$ cat src/rtl/data_bus_controller_if.sv
// Load/store bus bundle: execute-stage request, slave-side bus, read data and writeback result.
interface data_bus_controller_if;
    // Request from the execute stage
    logic        req_valid;
    logic        req_store;
    logic [1:0]  req_width;
    logic        req_signed;
    logic [31:0] req_addr;
    logic [31:0] req_wdata;

    // Bus towards the slaves
    logic [31:0] data_bus_addr;
    logic [1:0]  data_bus_mode;
    logic [1:0]  data_bus_reqw;
    logic        data_bus_reqs;
    logic        sel_flash;
    logic        sel_ram;
    logic        sel_io;
    logic [31:0] wdata;
    logic [3:0]  wstrb;

    // Already-formatted read data from each slave
    logic [31:0] flash_rdata;
    logic [31:0] ram_rdata;
    logic [31:0] io_rdata;

    // Pipeline-facing status and load result
    logic        stall_lw;
    logic        load_valid;
    logic [31:0] load_result;
    logic        fault;
    logic [1:0]  fault_cause;

    modport master (
        input  req_valid, req_store, req_width, req_signed, req_addr, req_wdata,
        input  flash_rdata, ram_rdata, io_rdata,
        output data_bus_addr, data_bus_mode, data_bus_reqw, data_bus_reqs,
        output sel_flash, sel_ram, sel_io, wdata, wstrb,
        output stall_lw, load_valid, load_result, fault, fault_cause
    );

    modport slave (
        output req_valid, req_store, req_width, req_signed, req_addr, req_wdata,
        output flash_rdata, ram_rdata, io_rdata,
        input  data_bus_addr, data_bus_mode, data_bus_reqw, data_bus_reqs,
        input  sel_flash, sel_ram, sel_io, wdata, wstrb,
        input  stall_lw, load_valid, load_result, fault, fault_cause
    );
endinterface

$ cat src/rtl/data_bus_controller.sv
// Load/store front end: address decode, alignment/rights check, two-cycle load sequencing
// and flash-port sharing via stall_lw.
module data_bus_controller #(
    parameter int unsigned FLASH_WORDS = 3072,
    parameter logic [31:0] RAM_BASE    = 32'h0001_0000,
    parameter int unsigned RAM_WORDS   = 1024,
    parameter logic [31:0] IO_BASE     = 32'h0002_0000
) (
    input logic                   clk,
    input logic                   reset,
    data_bus_controller_if.master dbus
);

    localparam logic [31:0] FlashBytes = 32'(4 * FLASH_WORDS);
    localparam logic [31:0] RamBytes   = 32'(4 * RAM_WORDS);
    localparam logic [31:0] IoBytes    = 32'h0000_1000;

    localparam logic [1:0] ModeIdle  = 2'b00;
    localparam logic [1:0] ModeRead  = 2'b01;
    localparam logic [1:0] ModeWrite = 2'b10;

    localparam logic [1:0] CauseMisaligned = 2'b01;
    localparam logic [1:0] CauseUnmapped   = 2'b10;
    localparam logic [1:0] CauseFlashStore = 2'b11;

    typedef enum logic [0:0] {StIdle, StLoadWait} state_e;

    state_e      state_q, state_d;
    logic [31:0] addr_q;
    logic [1:0]  width_q;
    logic        signed_q;
    logic [2:0]  sel_q;      // {io, ram, flash}
    logic        load_start;

    logic        misaligned;
    logic        in_flash;
    logic        in_ram;
    logic        in_io;
    logic [2:0]  hit;

    logic [31:0] bus_addr;
    logic [1:0]  bus_mode;
    logic [1:0]  bus_reqw;
    logic        bus_reqs;
    logic [2:0]  bus_sel;
    logic [31:0] bus_wdata;
    logic [3:0]  bus_wstrb;
    logic        stall;
    logic        ld_valid;
    logic [31:0] ld_result;
    logic        flt;
    logic [1:0]  flt_cause;

    // Address decode and alignment check on the incoming request
    always_comb begin
        // Reserved width code 11 is rejected together with misaligned accesses
        misaligned = ((dbus.req_width == 2'b00) && (dbus.req_addr[1:0] != 2'b00)) ||
                     ((dbus.req_width == 2'b01) && (dbus.req_addr[1:0] == 2'b11)) ||
                     (dbus.req_width == 2'b11);
        in_flash   = dbus.req_addr < FlashBytes;
        in_ram     = (dbus.req_addr >= RAM_BASE) && ((dbus.req_addr - RAM_BASE) < RamBytes);
        in_io      = (dbus.req_addr >= IO_BASE) && ((dbus.req_addr - IO_BASE) < IoBytes);
        hit        = {in_io, in_ram, in_flash};
    end

    // Next-state and bus outputs; reset forces every output low
    always_comb begin
        state_d    = state_q;
        load_start = 1'b0;
        bus_addr   = 32'h0;
        bus_mode   = ModeIdle;
        bus_reqw   = 2'b00;
        bus_reqs   = 1'b0;
        bus_sel    = 3'b000;
        bus_wdata  = 32'h0;
        bus_wstrb  = 4'b0000;
        stall      = 1'b0;
        ld_valid   = 1'b0;
        ld_result  = 32'h0;
        flt        = 1'b0;
        flt_cause  = 2'b00;

        unique case (state_q)
            StIdle: begin
                if (dbus.req_valid) begin
                    if (misaligned) begin
                        flt       = 1'b1;
                        flt_cause = CauseMisaligned;
                    end else if (hit == 3'b000) begin
                        flt       = 1'b1;
                        flt_cause = CauseUnmapped;
                    end else if (dbus.req_store && in_flash) begin
                        flt       = 1'b1;
                        flt_cause = CauseFlashStore;
                    end else begin
                        bus_addr = dbus.req_addr;
                        bus_reqw = dbus.req_width;
                        bus_reqs = dbus.req_signed;
                        bus_sel  = hit;
                        if (dbus.req_store) begin
                            bus_mode  = ModeWrite;
                            bus_wdata = dbus.req_wdata << {dbus.req_addr[1:0], 3'b000};
                            unique case (dbus.req_width)
                                2'b00:   bus_wstrb = 4'b1111;
                                2'b01:   bus_wstrb = 4'b0011 << dbus.req_addr[1:0];
                                default: bus_wstrb = 4'b0001 << dbus.req_addr[1:0];
                            endcase
                        end else begin
                            bus_mode   = ModeRead;
                            stall      = 1'b1;
                            load_start = 1'b1;
                            state_d    = StLoadWait;
                        end
                    end
                end
            end
            StLoadWait: begin
                // req_valid is ignored here: the stalled pipeline still shows the same load
                bus_addr = addr_q;
                bus_mode = ModeRead;
                bus_reqw = width_q;
                bus_reqs = signed_q;
                bus_sel  = sel_q;
                ld_valid = 1'b1;
                unique case (sel_q)
                    3'b001:  ld_result = dbus.flash_rdata;
                    3'b010:  ld_result = dbus.ram_rdata;
                    3'b100:  ld_result = dbus.io_rdata;
                    default: ld_result = 32'h0;
                endcase
                state_d = StIdle;
            end
        endcase

        if (!reset) begin
            state_d    = StIdle;
            load_start = 1'b0;
            bus_addr   = 32'h0;
            bus_mode   = ModeIdle;
            bus_reqw   = 2'b00;
            bus_reqs   = 1'b0;
            bus_sel    = 3'b000;
            bus_wdata  = 32'h0;
            bus_wstrb  = 4'b0000;
            stall      = 1'b0;
            ld_valid   = 1'b0;
            ld_result  = 32'h0;
            flt        = 1'b0;
            flt_cause  = 2'b00;
        end
    end

    // State register and the load context captured on the stall cycle
    always_ff @(posedge clk or negedge reset) begin
        if (!reset) begin
            state_q  <= StIdle;
            addr_q   <= 32'h0;
            width_q  <= 2'b00;
            signed_q <= 1'b0;
            sel_q    <= 3'b000;
        end else begin
            state_q <= state_d;
            if (load_start) begin
                addr_q   <= dbus.req_addr;
                width_q  <= dbus.req_width;
                signed_q <= dbus.req_signed;
                sel_q    <= hit;
            end
        end
    end

    assign dbus.data_bus_addr = bus_addr;
    assign dbus.data_bus_mode = bus_mode;
    assign dbus.data_bus_reqw = bus_reqw;
    assign dbus.data_bus_reqs = bus_reqs;
    assign dbus.sel_flash     = bus_sel[0];
    assign dbus.sel_ram       = bus_sel[1];
    assign dbus.sel_io        = bus_sel[2];
    assign dbus.wdata         = bus_wdata;
    assign dbus.wstrb         = bus_wstrb;
    assign dbus.stall_lw      = stall;
    assign dbus.load_valid    = ld_valid;
    assign dbus.load_result   = ld_result;
    assign dbus.fault         = flt;
    assign dbus.fault_cause   = flt_cause;

endmodule

$ cat src/flat_wrapper.sv
// flat-port wrapper written by rule: the top's interface ports become plain ports
module data_bus_controller_flat 
#(
    parameter int unsigned FLASH_WORDS = 3072,
    parameter logic [31:0] RAM_BASE    = 32'h0001_0000,
    parameter int unsigned RAM_WORDS   = 1024,
    parameter logic [31:0] IO_BASE     = 32'h0002_0000
)
  (clk, reset, dbus_req_valid, dbus_req_store, dbus_req_width, dbus_req_signed, dbus_req_addr, dbus_req_wdata, dbus_flash_rdata, dbus_ram_rdata, dbus_io_rdata, dbus_data_bus_addr, dbus_data_bus_mode, dbus_data_bus_reqw, dbus_data_bus_reqs, dbus_sel_flash, dbus_sel_ram, dbus_sel_io, dbus_wdata, dbus_wstrb, dbus_stall_lw, dbus_load_valid, dbus_load_result, dbus_fault, dbus_fault_cause);
  data_bus_controller_if dbus_i ();
  input logic clk;
  input logic reset;
  input wire logic [$bits(dbus_i.req_valid)-1:0] dbus_req_valid;
  input wire logic [$bits(dbus_i.req_store)-1:0] dbus_req_store;
  input wire logic [$bits(dbus_i.req_width)-1:0] dbus_req_width;
  input wire logic [$bits(dbus_i.req_signed)-1:0] dbus_req_signed;
  input wire logic [$bits(dbus_i.req_addr)-1:0] dbus_req_addr;
  input wire logic [$bits(dbus_i.req_wdata)-1:0] dbus_req_wdata;
  input wire logic [$bits(dbus_i.flash_rdata)-1:0] dbus_flash_rdata;
  input wire logic [$bits(dbus_i.ram_rdata)-1:0] dbus_ram_rdata;
  input wire logic [$bits(dbus_i.io_rdata)-1:0] dbus_io_rdata;
  output wire logic [$bits(dbus_i.data_bus_addr)-1:0] dbus_data_bus_addr;
  output wire logic [$bits(dbus_i.data_bus_mode)-1:0] dbus_data_bus_mode;
  output wire logic [$bits(dbus_i.data_bus_reqw)-1:0] dbus_data_bus_reqw;
  output wire logic [$bits(dbus_i.data_bus_reqs)-1:0] dbus_data_bus_reqs;
  output wire logic [$bits(dbus_i.sel_flash)-1:0] dbus_sel_flash;
  output wire logic [$bits(dbus_i.sel_ram)-1:0] dbus_sel_ram;
  output wire logic [$bits(dbus_i.sel_io)-1:0] dbus_sel_io;
  output wire logic [$bits(dbus_i.wdata)-1:0] dbus_wdata;
  output wire logic [$bits(dbus_i.wstrb)-1:0] dbus_wstrb;
  output wire logic [$bits(dbus_i.stall_lw)-1:0] dbus_stall_lw;
  output wire logic [$bits(dbus_i.load_valid)-1:0] dbus_load_valid;
  output wire logic [$bits(dbus_i.load_result)-1:0] dbus_load_result;
  output wire logic [$bits(dbus_i.fault)-1:0] dbus_fault;
  output wire logic [$bits(dbus_i.fault_cause)-1:0] dbus_fault_cause;
  assign dbus_i.req_valid = dbus_req_valid;
  assign dbus_i.req_store = dbus_req_store;
  assign dbus_i.req_width = dbus_req_width;
  assign dbus_i.req_signed = dbus_req_signed;
  assign dbus_i.req_addr = dbus_req_addr;
  assign dbus_i.req_wdata = dbus_req_wdata;
  assign dbus_i.flash_rdata = dbus_flash_rdata;
  assign dbus_i.ram_rdata = dbus_ram_rdata;
  assign dbus_i.io_rdata = dbus_io_rdata;
  assign dbus_data_bus_addr = dbus_i.data_bus_addr;
  assign dbus_data_bus_mode = dbus_i.data_bus_mode;
  assign dbus_data_bus_reqw = dbus_i.data_bus_reqw;
  assign dbus_data_bus_reqs = dbus_i.data_bus_reqs;
  assign dbus_sel_flash = dbus_i.sel_flash;
  assign dbus_sel_ram = dbus_i.sel_ram;
  assign dbus_sel_io = dbus_i.sel_io;
  assign dbus_wdata = dbus_i.wdata;
  assign dbus_wstrb = dbus_i.wstrb;
  assign dbus_stall_lw = dbus_i.stall_lw;
  assign dbus_load_valid = dbus_i.load_valid;
  assign dbus_load_result = dbus_i.load_result;
  assign dbus_fault = dbus_i.fault;
  assign dbus_fault_cause = dbus_i.fault_cause;
  data_bus_controller #(.FLASH_WORDS(FLASH_WORDS), .RAM_BASE(RAM_BASE), .RAM_WORDS(RAM_WORDS), .IO_BASE(IO_BASE)) u_core (.clk(clk), .reset(reset), .dbus(dbus_i));
endmodule
$ cat config.mk
export PLATFORM = sky130hd
export DESIGN_NAME = data_bus_controller_flat
export DESIGN_NICKNAME = d
export VERILOG_FILES = /design/src/rtl/data_bus_controller_if.sv /design/src/rtl/data_bus_controller.sv /design/src/flat_wrapper.sv
export SDC_FILE = /design/constraint.sdc
export NUM_CORES = 1
export LEC_CHECK = 0
export ABC_CLOCK_PERIOD_IN_PS = 3920
export CAP_MARGIN = 0
export CORE_UTILIZATION = 32
export DETAILED_ROUTE_END_ITERATION = 12
export GPL_TIMING_DRIVEN = 0
export PLACE_DENSITY = 0.81
export SYNTH_ARGS = -nofsm -noshare
export SYNTH_HDL_FRONTEND = slang
export SYNTH_SLANG_ARGS = --single-unit
$ cat constraint.sdc
create_clock -name clk -period 3.92 [get_ports clk]
set_input_delay 0.784 -clock clk [delete_from_list [all_inputs] [get_ports clk]]
set_output_delay 0.784 -clock clk [all_outputs]
set_load 0.01 [all_outputs]
### After elaboration in Yosys (flattened, before gate mapping)

Index checks and enable logic that the tools add are counted.

| cells by class | value |
|---|---|
| $add $sub $neg | 2 |
| magnitude comparators | 5 |
| eq/ne operators | 6 |
| shift-type cells | 3 |
| muxes and demuxes | 72 |
| bitwise gates (word level) | 1 |
| reductions and logical operators | 10 |

Operators with widths:

| cell | number |
|---|---|
| 2-to-1 mux 32 bit | 14 |
| case mux 32 bit (3 select lines) | 1 |
| less-than comparator 32 x 13 -> 1 bit (second input constant) | 2 |
| case mux 32 bit (2 select lines) | 1 |
| 2-to-1 mux 2 bit | 17 |
| greater-or-equal comparator 32 x 17 -> 1 bit (second input constant) | 1 |
| greater-or-equal comparator 32 x 18 -> 1 bit (second input constant) | 1 |
| less-than comparator 32 x 14 -> 1 bit (second input constant) | 1 |
| << shifter 32 x 5 -> 32 bit | 1 |
| subtractor 32 x 17 -> 32 bit (second input constant) | 1 |
| subtractor 32 x 18 -> 32 bit (second input constant) | 1 |
| 2-to-1 mux 4 bit | 7 |
| 2-to-1 mux 1 bit | 21 |
| 2-to-1 mux 3 bit | 5 |
| case mux 2 bit (2 select lines) | 2 |
| case mux 4 bit (2 select lines) | 1 |
| case mux 3 bit (2 select lines) | 1 |
| logical AND 1 bit | 5 |
| == test 2 bit (second input constant) | 2 |
| case mux 1 bit (2 select lines) | 2 |
| << shifter 1 x 2 -> 4 bit (first input constant) | 1 |
| << shifter 2 x 2 -> 4 bit (first input constant) | 1 |
| == test 3 x 1 -> 1 bit (second input constant) | 1 |
| == test 3 x 2 -> 1 bit (second input constant) | 1 |
| other kinds (7) | 8 |

| word-level totals | value |
|---|---|
| register bits after elaboration | 39 |
| bits of input ports | 167 |
| output and inout bits | 113 |
| word-level logic and storage cells | 104 |

### Depth between registers and ports, before layout

Gate-level depths: netlist (run 1).

| logic depth | value |
|---|---|
| depth in word-level cells | 9 |
| gate-level depth with buffers | 12 |
| depth with buffers taken out | 8 |

### Least setup slack after synthesis (run 1)

OpenSTA, ideal clock, no wires.

| timing | value |
|---|---|
| kind | input -> output |
| from | input dbus_req_addr[17] |
| to | output dbus_wdata[30] |
| data arrival time | 3.429 ns |
| data required time | 3.136 ns |
| slack | -0.293 ns |
| stages | 11 |
| path buffers | 3 |
| path through | buf_2 > inv_1 > ha_1 > clkbuf_1 > a21boi_0 > xor2_1 > or3_1 > a211oi_1 > a22oi_1 > clkbuf_1 > nor4b_1 |

| on the way | value |
|---|---|
| word-level cells in the longest chain between the ends | 9 |
| elaborated cells on any way between the ends | 17 |
| those cells by class | add/sub: 2; order compare: 5; mux: 6; reduce/logical: 4 |

Ends and longest elaborated chain:

| what | RTL line | source |
|---|---|---|
| start, declared | flat_wrapper.sv:17 | `input wire logic [$bits(dbus_i.req_addr)-1:0] dbus_req_addr;` |
| subtractor 32 x 17 -> 32 bit or subtractor 32 x 18 -> 32 bit (tied branches) | data_bus_controller.sv:61, data_bus_controller.sv:62 |  |
| less-than comparator 32 x 13 -> 1 bit, on equally long branches | data_bus_controller.sv:61, data_bus_controller.sv:62 |  |
| logical AND 1 bit, on equally long branches | data_bus_controller.sv:61, data_bus_controller.sv:62 |  |
| logical NOT 3 bit | data_bus_controller.sv:89 | `end else if (hit == 3'b000) begin` |
| 2-to-1 mux 32 bit * | data_bus_controller.sv:89 |  |
| 2-to-1 mux 32 bit * | data_bus_controller.sv:86 | `if (misaligned) begin` |
| 2-to-1 mux 32 bit * | data_bus_controller.sv:85 | `if (dbus.req_valid) begin` |
| 2-to-1 mux 32 bit * | data_bus_controller.sv:83 | `unique case (state_q)` |
| 2-to-1 mux 32 bit * | data_bus_controller.sv:135 | `if (!reset) begin` |
| end, declared | flat_wrapper.sv:29 | `output wire logic [$bits(dbus_i.wdata)-1:0] dbus_wdata;` |

Mark *: on every way between the ends. The rest lies on a longest branch, timed or not.

### Worst setup path in the final report (run 1)

| timing | value |
|---|---|
| from | input dbus_req_addr[18] |
| to | output dbus_wdata[27] |

Same word-level chain as after synthesis.

==> results of run 1 <==
## logic make-up (layout without fill, tap and decap cells)
| family | count (synthesis) | count (layout) |
|---|---|---|
| AO/OA/AOI/OAI | 136 | 136 |
| other | 0 | 3 |
| flip-flops | 39 | 39 |
| multiplexers | 35 | 35 |
| buffers and inverters | 69 | 385 |
| XOR/XNOR | 7 | 7 |
| AND/OR/NAND/NOR | 242 | 242 |
| adder cells (fa/ha/maj) | 2 | 2 |
## worst reg2reg max path: stages (launching register included)
cell      delay, ns
dfrtp_1        0.39
nand3b_1       0.20
a221o_2        0.38
nor2_4         0.16
nand3_1        0.20
o211ai_4       0.23
buf_6          0.22
mux2_1         0.33
## cell type report
class	count	area share [%]
Clock buffer	6	1.659
Inverter	20	1.127
Tap cell	147	2.367
Clock inverter	2	0.7729
Timing Repair Buffer	310	35.54
Buffer	47	4.219
Antenna cell	3	0.09662
Sequential cell	39	12.56
Multi-Input combinational cell	422	41.66
## metrics by stage
step / util (%) / setup slack (ns)
6_report: 64.69 / 0.002390
5_1_grt: 64.69 / -0.09909
4_1_cts: 62.58 / 0.002150
3_5_place_dp: 58.16 / -1.402
3_3_place_gp: 58.03 / -1.906
2_1_floorplan: - / 0.03291
## Yosys cell counts (9+ instances only)
library cell | n | share of area (%)
a211oi_1 | 9 | 1.7
inv_1 | 19 | 1.8
clkbuf_1 | 38 | 3.6
nand2_1 | 34 | 3.2
nor2_1 | 113 | 11
mux2_4 | 10 | 3.8
dfrtp_1 | 39 | 25
a22oi_1 | 35 | 6.7
a21oi_1 | 48 | 6.1
mux2i_1 | 16 | 4.1
nor3_1 | 26 | 3.3
nor2b_1 | 10 | 1.6
a32o_1 | 20 | 5.1
nor4_1 | 12 | 1.9
## final timing paths
path,start,end,cells past startpoint
min in group clk,u_core.addr_q[19],u_core.addr_q[19],1
worst min register to register,u_core.addr_q[19],u_core.addr_q[19],1
worst max-delay path,dbus_req_addr[18],dbus_wdata[27],12
worst min-delay path,reset,u_core.addr_q[26],1
worst max register to register,u_core.state_q,u_core.addr_q[18],7
max in group asynchronous,reset,u_core.addr_q[1],2
## sequential cells by signal (all words and copies together), names as in the netlist
signal and flops:
u_core.addr_q 32, u_core.sel_q 3, u_core.signed_q 1, u_core.state_q 1, u_core.width_q 2
## placed cells by master (no fill, tap or decap), types with 8 or more instances in the layout
master	count
buf_4	30
clkbuf_1	25
inv_1	17
clkbuf_2	27
mux2i_1	16
a211oi_1	8
clkdlybuf4s15_1	8
dlygate4sd2_1	9
nor3_2	18
a32o_1	20
nand2_1	30
a21oi_1	46
clkdlybuf4s50_1	193
buf_6	9
nor2_1	110
dfrtp_1	39
nor2b_1	10
a22oi_1	34
nand3_1	8
mux2_4	10
nor4_4	8
buf_2	39
nor4b_4	8
## routing by layer
metal  global-route usage, %  share of wire (%)
met4                   10.96                3.3
met5                       0                  0
met2                   47.32                 51
met1                   31.05                 38
met3                   5.196                7.4
## timing repair
action | CTS | global route
setup endpoints to repair | 100 | 91
gates resized for setup | 311 | 103
gates cloned | 3 | 0
buffers inserted | 21 | 9
pin swaps | 36 | 27
## report_power, final
group / leakage [nW] / internal, mW / switching [mW] / total, mW
logic: 2.70 / 0.211 / 0.158 / 0.370
registers: 0.472 / 0.403 / 0.00000449 / 0.403
clock network: 0.0911 / 0.365 / 0.160 / 0.525
==> metrics, run 1 <==
DP Area=6985 um2; Hold WC Path Type=primary input to async pin; post-route ant nets=0; fillers=1028; post-synthesis sequential area ratio=24.71%; outcome=complete, no violations; Multi-input gate area=3237 um2; multiplexer share of the synthesized area=10.42%; Cell Rows=40; crit start category=primary input; worst-case clock buffer depth=2; fin crit share=99.94%; first-pass GRT wire length=approximately 27000 um; non-filler cells, final=roughly 1000; post-synthesis async set-or-reset flop share=100.0%; maximum vdd drop=approximately 0.21 mV; CP max stage delay=roughly 0.40 ns; max-slew violation count=0; clock slew at reported path FFs=0.06 ns; cell breakdown of the critical path=buf_12 > clkinvlp_4 > buf_4 > ha_4 > a21boi_4 > xor2_2 > or3_4 > a211oi_4 > a22oi_2 > buf_6 > nor4b_4 > buf_2; Routed Wire Length=roughly 18000 um; Power Total=roughly 1.3 mW; measured slew at the worst slew-check pin=between 0.7 and 0.8 ns; complex-gate fraction of the synthesized area=24.30%; Worst Path Max Fanout=8; Top Ports=280; Setup TNS Final=0 ns; clock skew=between 0.002 and 0.0025 ns; drt first pass iters=7; register area=just under 1000 um2; post-synth cell types=58; net total in the final layout=between 1000 and 1500; Req. time, crit path=3.14 ns; Max-Cap Viols=0; Synth-to-Final Area Change=96.77%; Rel. slew slack=48.93%; die height=approximately 110 um; CTS sink count=39; global-route usage over all layers=around a quarter; Post-Synth Simple-Gate Area=between 30 and 40%; critical path data arrival time=3.13 ns; placed cell count=954; largest family of logic cells by synthesized area=simple AND/OR/NAND/NOR gates; RD Place Congestion=approximately 0.95; Max Freq=~0.26 GHz; Die ar.=~13000 um2; Yosys warnings=0; Synth Area in Adders=less than 1%; RSZ-0062 raised after global routing=true; vias per cell=about 5.5; Core Region=12010 um2; fin crit period=slightly below 4 ns; Post-Synth XOR/XNOR Area=around 1.6%; Starting Density=between 30% and 40%; CP Buf/Inv Count=5; Syn Area/Cell=around 7.5 um2; Worst Hold Margin=0.3459 ns; flops & latches, synth=39; H-tree depth=2; Die W=roughly 110 um; Static Leak=3.266 nW; setup violators final=0; Worst setup EP type=output pin; initial antenna violation count=3; drc violations=0; Power per Cell Area=167.0 nW/um2; Crit path max-delay family=buffers and inverters; Crit-path slowest cell=or3_4; syn nets=around 700; clock root cell=clkbuf_16; Worst R2R Setup Slack=1.71 ns; hold buffer count at cts=0; detailed-route via count=around 5500; DR iter-0 viols=365; routed len/inst=between 15 and 20 um; vias in the first global route=just over 5000; GR Overflow Total=0; ratio of cells with drive above 1 in the final layout=between 20% and 30%; CTS tree=yes; largest net degree at the start of global routing=36; Post-Synthesis Cells=530; Post-synth EDFFs=0; cts bufs inserted=5; kind of critical path=primary input to output pin; ys flop type=dfrtp_1; Final Hold Violating Endpoints=0; PortBufs=around 280; synthesized area=roughly 3900 um2; dpl hpwl=13440 um; worst skew pair latency=approximately 0.28 ns; Design Area, Final=between 7000 and 8000 um2
(Power assumes the default switching activity.)
==> inputs of run 2 (changes only) <==
Settings changed: CTS_BUF_LIST from default to sky130_fd_sc_hd__clkbuf_16.
==> run 2 against run 1 <==
Net effect:
- clock-buffer cell count is 1 lower
- clock skew hardly changed
- combinational power hardly changed
- sequential power hardly changed
- clock power hardly changed
- fmax stayed put
- register-to-register slack hardly changed
- critical endpoint unchanged
- cell count stayed put
- design area stayed put
==> metrics, run 2 (synthesis gave the netlist of run 1 again) <==
Synth-to-Final Area Change=96.77% (unchanged); max-slew violation count=0 (unchanged); fin crit period=3.918 ns (unchanged); routed len/inst=18.21 um (about the same); vias per cell=5.513 (was 5.511); Largest regs=u_core.addr_q (32), u_core.sel_q (3), u_core.width_q (2) (unchanged); GR Overflow Total=0 (unchanged); detailed-route via count=5491 (was 5489); measured slew at the worst slew-check pin=0.7645 ns (was 0.7644 ns); PortBufs=276 (unchanged); worst skew pair latency=0.28 ns (about the same); placed cell count=954 (unchanged); clock network power share=40.3% (was 40.5%); largest net degree at the start of global routing=36 (unchanged); clock slew at reported path FFs=0.06 ns (about the same); Die ar.=12790 um2 (unchanged); Sw Share=24.59% (was 24.53%); Core Region=12010 um2 (unchanged); vias in the first global route=5053 (unchanged); drt first pass iters=7 (unchanged); critical path data arrival time=3.13 ns (about the same); RD Place Congestion=0.9456 (unchanged); Worst setup EP type=output pin (unchanged); crit start category=primary input (unchanged); Setup TNS Final=0 ns (unchanged); kind of critical path=primary input to output pin (unchanged); die height=113.1 um (unchanged); clock root cell=clkbuf_16 (unchanged); worst slack at placement=-1.402 ns (unchanged); Internal=976.4 uW (was 979.1 uW); cts bufs inserted=5 (unchanged); Worst Path Max Fanout=8 (unchanged); Top Ports=280 (unchanged); Power per Cell Area=166.6 nW/um2 (was 167.0 nW/um2); H-tree depth=2 (unchanged); clock skew=0.002327 ns (was 0.002129 ns); Static Leak=3.270 nW (was 3.266 nW); Routed Wire Length=18140 um (about the same); hold buffer count at cts=0 (unchanged); Starting Density=32.87% (unchanged); Rel. slew slack=49.04% (was 48.93%); drc violations=0 (unchanged); post-route ant nets=0 (unchanged); outcome=complete, no violations (unchanged); commonest non-fill, non-tap cell in the layout=clkdlybuf4s50_1 (unchanged); global-route usage over all layers=26.54% (unchanged); DP Area=6985 um2 (unchanged); setup violators final=0 (unchanged); maximum vdd drop=0.2088 mV (was 0.2089 mV); Final Hold Violating Endpoints=0 (unchanged); Switching Power=318.4 uW (was 318.2 uW); Worst R2R Setup Slack=1.71 ns (about the same); most frequent cells in the layout=193 x clkdlybuf4s50_1, 110 x nor2_1, 46 x a21oi_1 (unchanged); net total in the final layout=1014 (unchanged); ratio of cells with drive above 1 in the final layout=26.24% (unchanged); worst-case clock buffer depth=2 (unchanged); first-pass GRT wire length=26850 um (unchanged); Req. time, crit path=3.14 ns (about the same); Hold WC Path Type=primary input to async pin (unchanged); initial antenna violation count=3 (unchanged); DR iter-0 viols=365 (unchanged); Reg with most FFs=u_core.addr_q (unchanged); non-filler cells, final=996 (unchanged); Die W=113.1 um (unchanged); Flop pwr share=31.1% (was 31.0%); CTS sink count=39 (unchanged); Final WS setup=0.002390 ns (unchanged); Max-Cap Viols=0 (unchanged); combinational power share=28.6% (was 28.5%); RSZ-0062 raised after global routing=true (unchanged); fin crit share=99.94% (unchanged); Worst Hold Margin=0.3459 ns (unchanged); dpl hpwl=13440 um (unchanged); CTS tree=yes (unchanged); Cell Rows=40 (unchanged); Max Freq=0.2553 GHz (unchanged); max FFs per register=32 (unchanged); Design Area, Final=7770 um2 (unchanged)
## run 2: cell types whose count changed in the layout (fill, tap and decap cells not counted)
cell      before  now
clkbuf_1      25   24
inv_1         17   18
## run 2: worst paths after layout
kind                                     endpoint               from  depth (start not counted)
worst max-delay path               dbus_wdata[27]  dbus_req_addr[18]                         12
worst min-delay path            u_core.addr_q[26]              reset                          1
worst max register to register  u_core.addr_q[18]     u_core.state_q                          7
worst min register to register  u_core.addr_q[19]  u_core.addr_q[19]                          1
max in group asynchronous        u_core.addr_q[1]              reset                          2
min in group clk                u_core.addr_q[19]  u_core.addr_q[19]                          1
## run 2: per-layer routing
metal | share of wire, % | global-route usage (%)
met1 | 38 | 31.05
met2 | 51 | 47.32
met5 | 0 | 0
met4 | 3.3 | 10.96
met3 | 7.3 | 5.196
## run 2: repair_timing
item / in CTS / in global routing
gates cloned: 3 / 0
pin swaps: 36 / 27
setup endpoints to repair: 100 / 91
buffers inserted: 21 / 9
endpoints found under the hold margin: 0 / 0
resized for setup: 311 / 103
## run 2: power by group through the flow
stage                     sequential, mW  clock, mW  combinational [mW]
after global routing               0.402      0.549               0.390
after CTS                          0.403      0.529               0.340
final                              0.403      0.522               0.370
after global placement             0.410          0               0.306
after floorplan                    0.410          0              0.0921
after detailed placement           0.410          0               0.311
## run 2: cell type report
class	count	area, um2
Clock inverter	3	63.81
Fill cell	1028	4242
Timing Repair Buffer	310	2761
Antenna cell	3	7.507
Sequential cell	39	975.9
Multi-Input combinational cell	422	3237
Clock buffer	5	125.1
Buffer	47	327.8
Tap cell	147	183.9
Inverter	20	87.58
## run 2: metrics by stage
step | utilization (%) | total power, mW
2_1_floorplan | - | 0.5021
3_5_place_dp | 58.16 | 0.7205
6_report | 64.69 | 1.295
5_1_grt | 64.69 | 1.341
4_1_cts | 62.58 | 1.272
3_3_place_gp | 58.03 | 0.7160
## run 2: critical path, stage by stage
cell and delay, ns:
buf_12 0.10, clkinvlp_4 0.08, buf_4 0.12, ha_4 0.20, a21boi_4 0.24, xor2_2 0.12
or3_4 0.40, a211oi_4 0.20, a22oi_2 0.25, buf_6 0.23, nor4b_4 0.25, buf_2 0.16
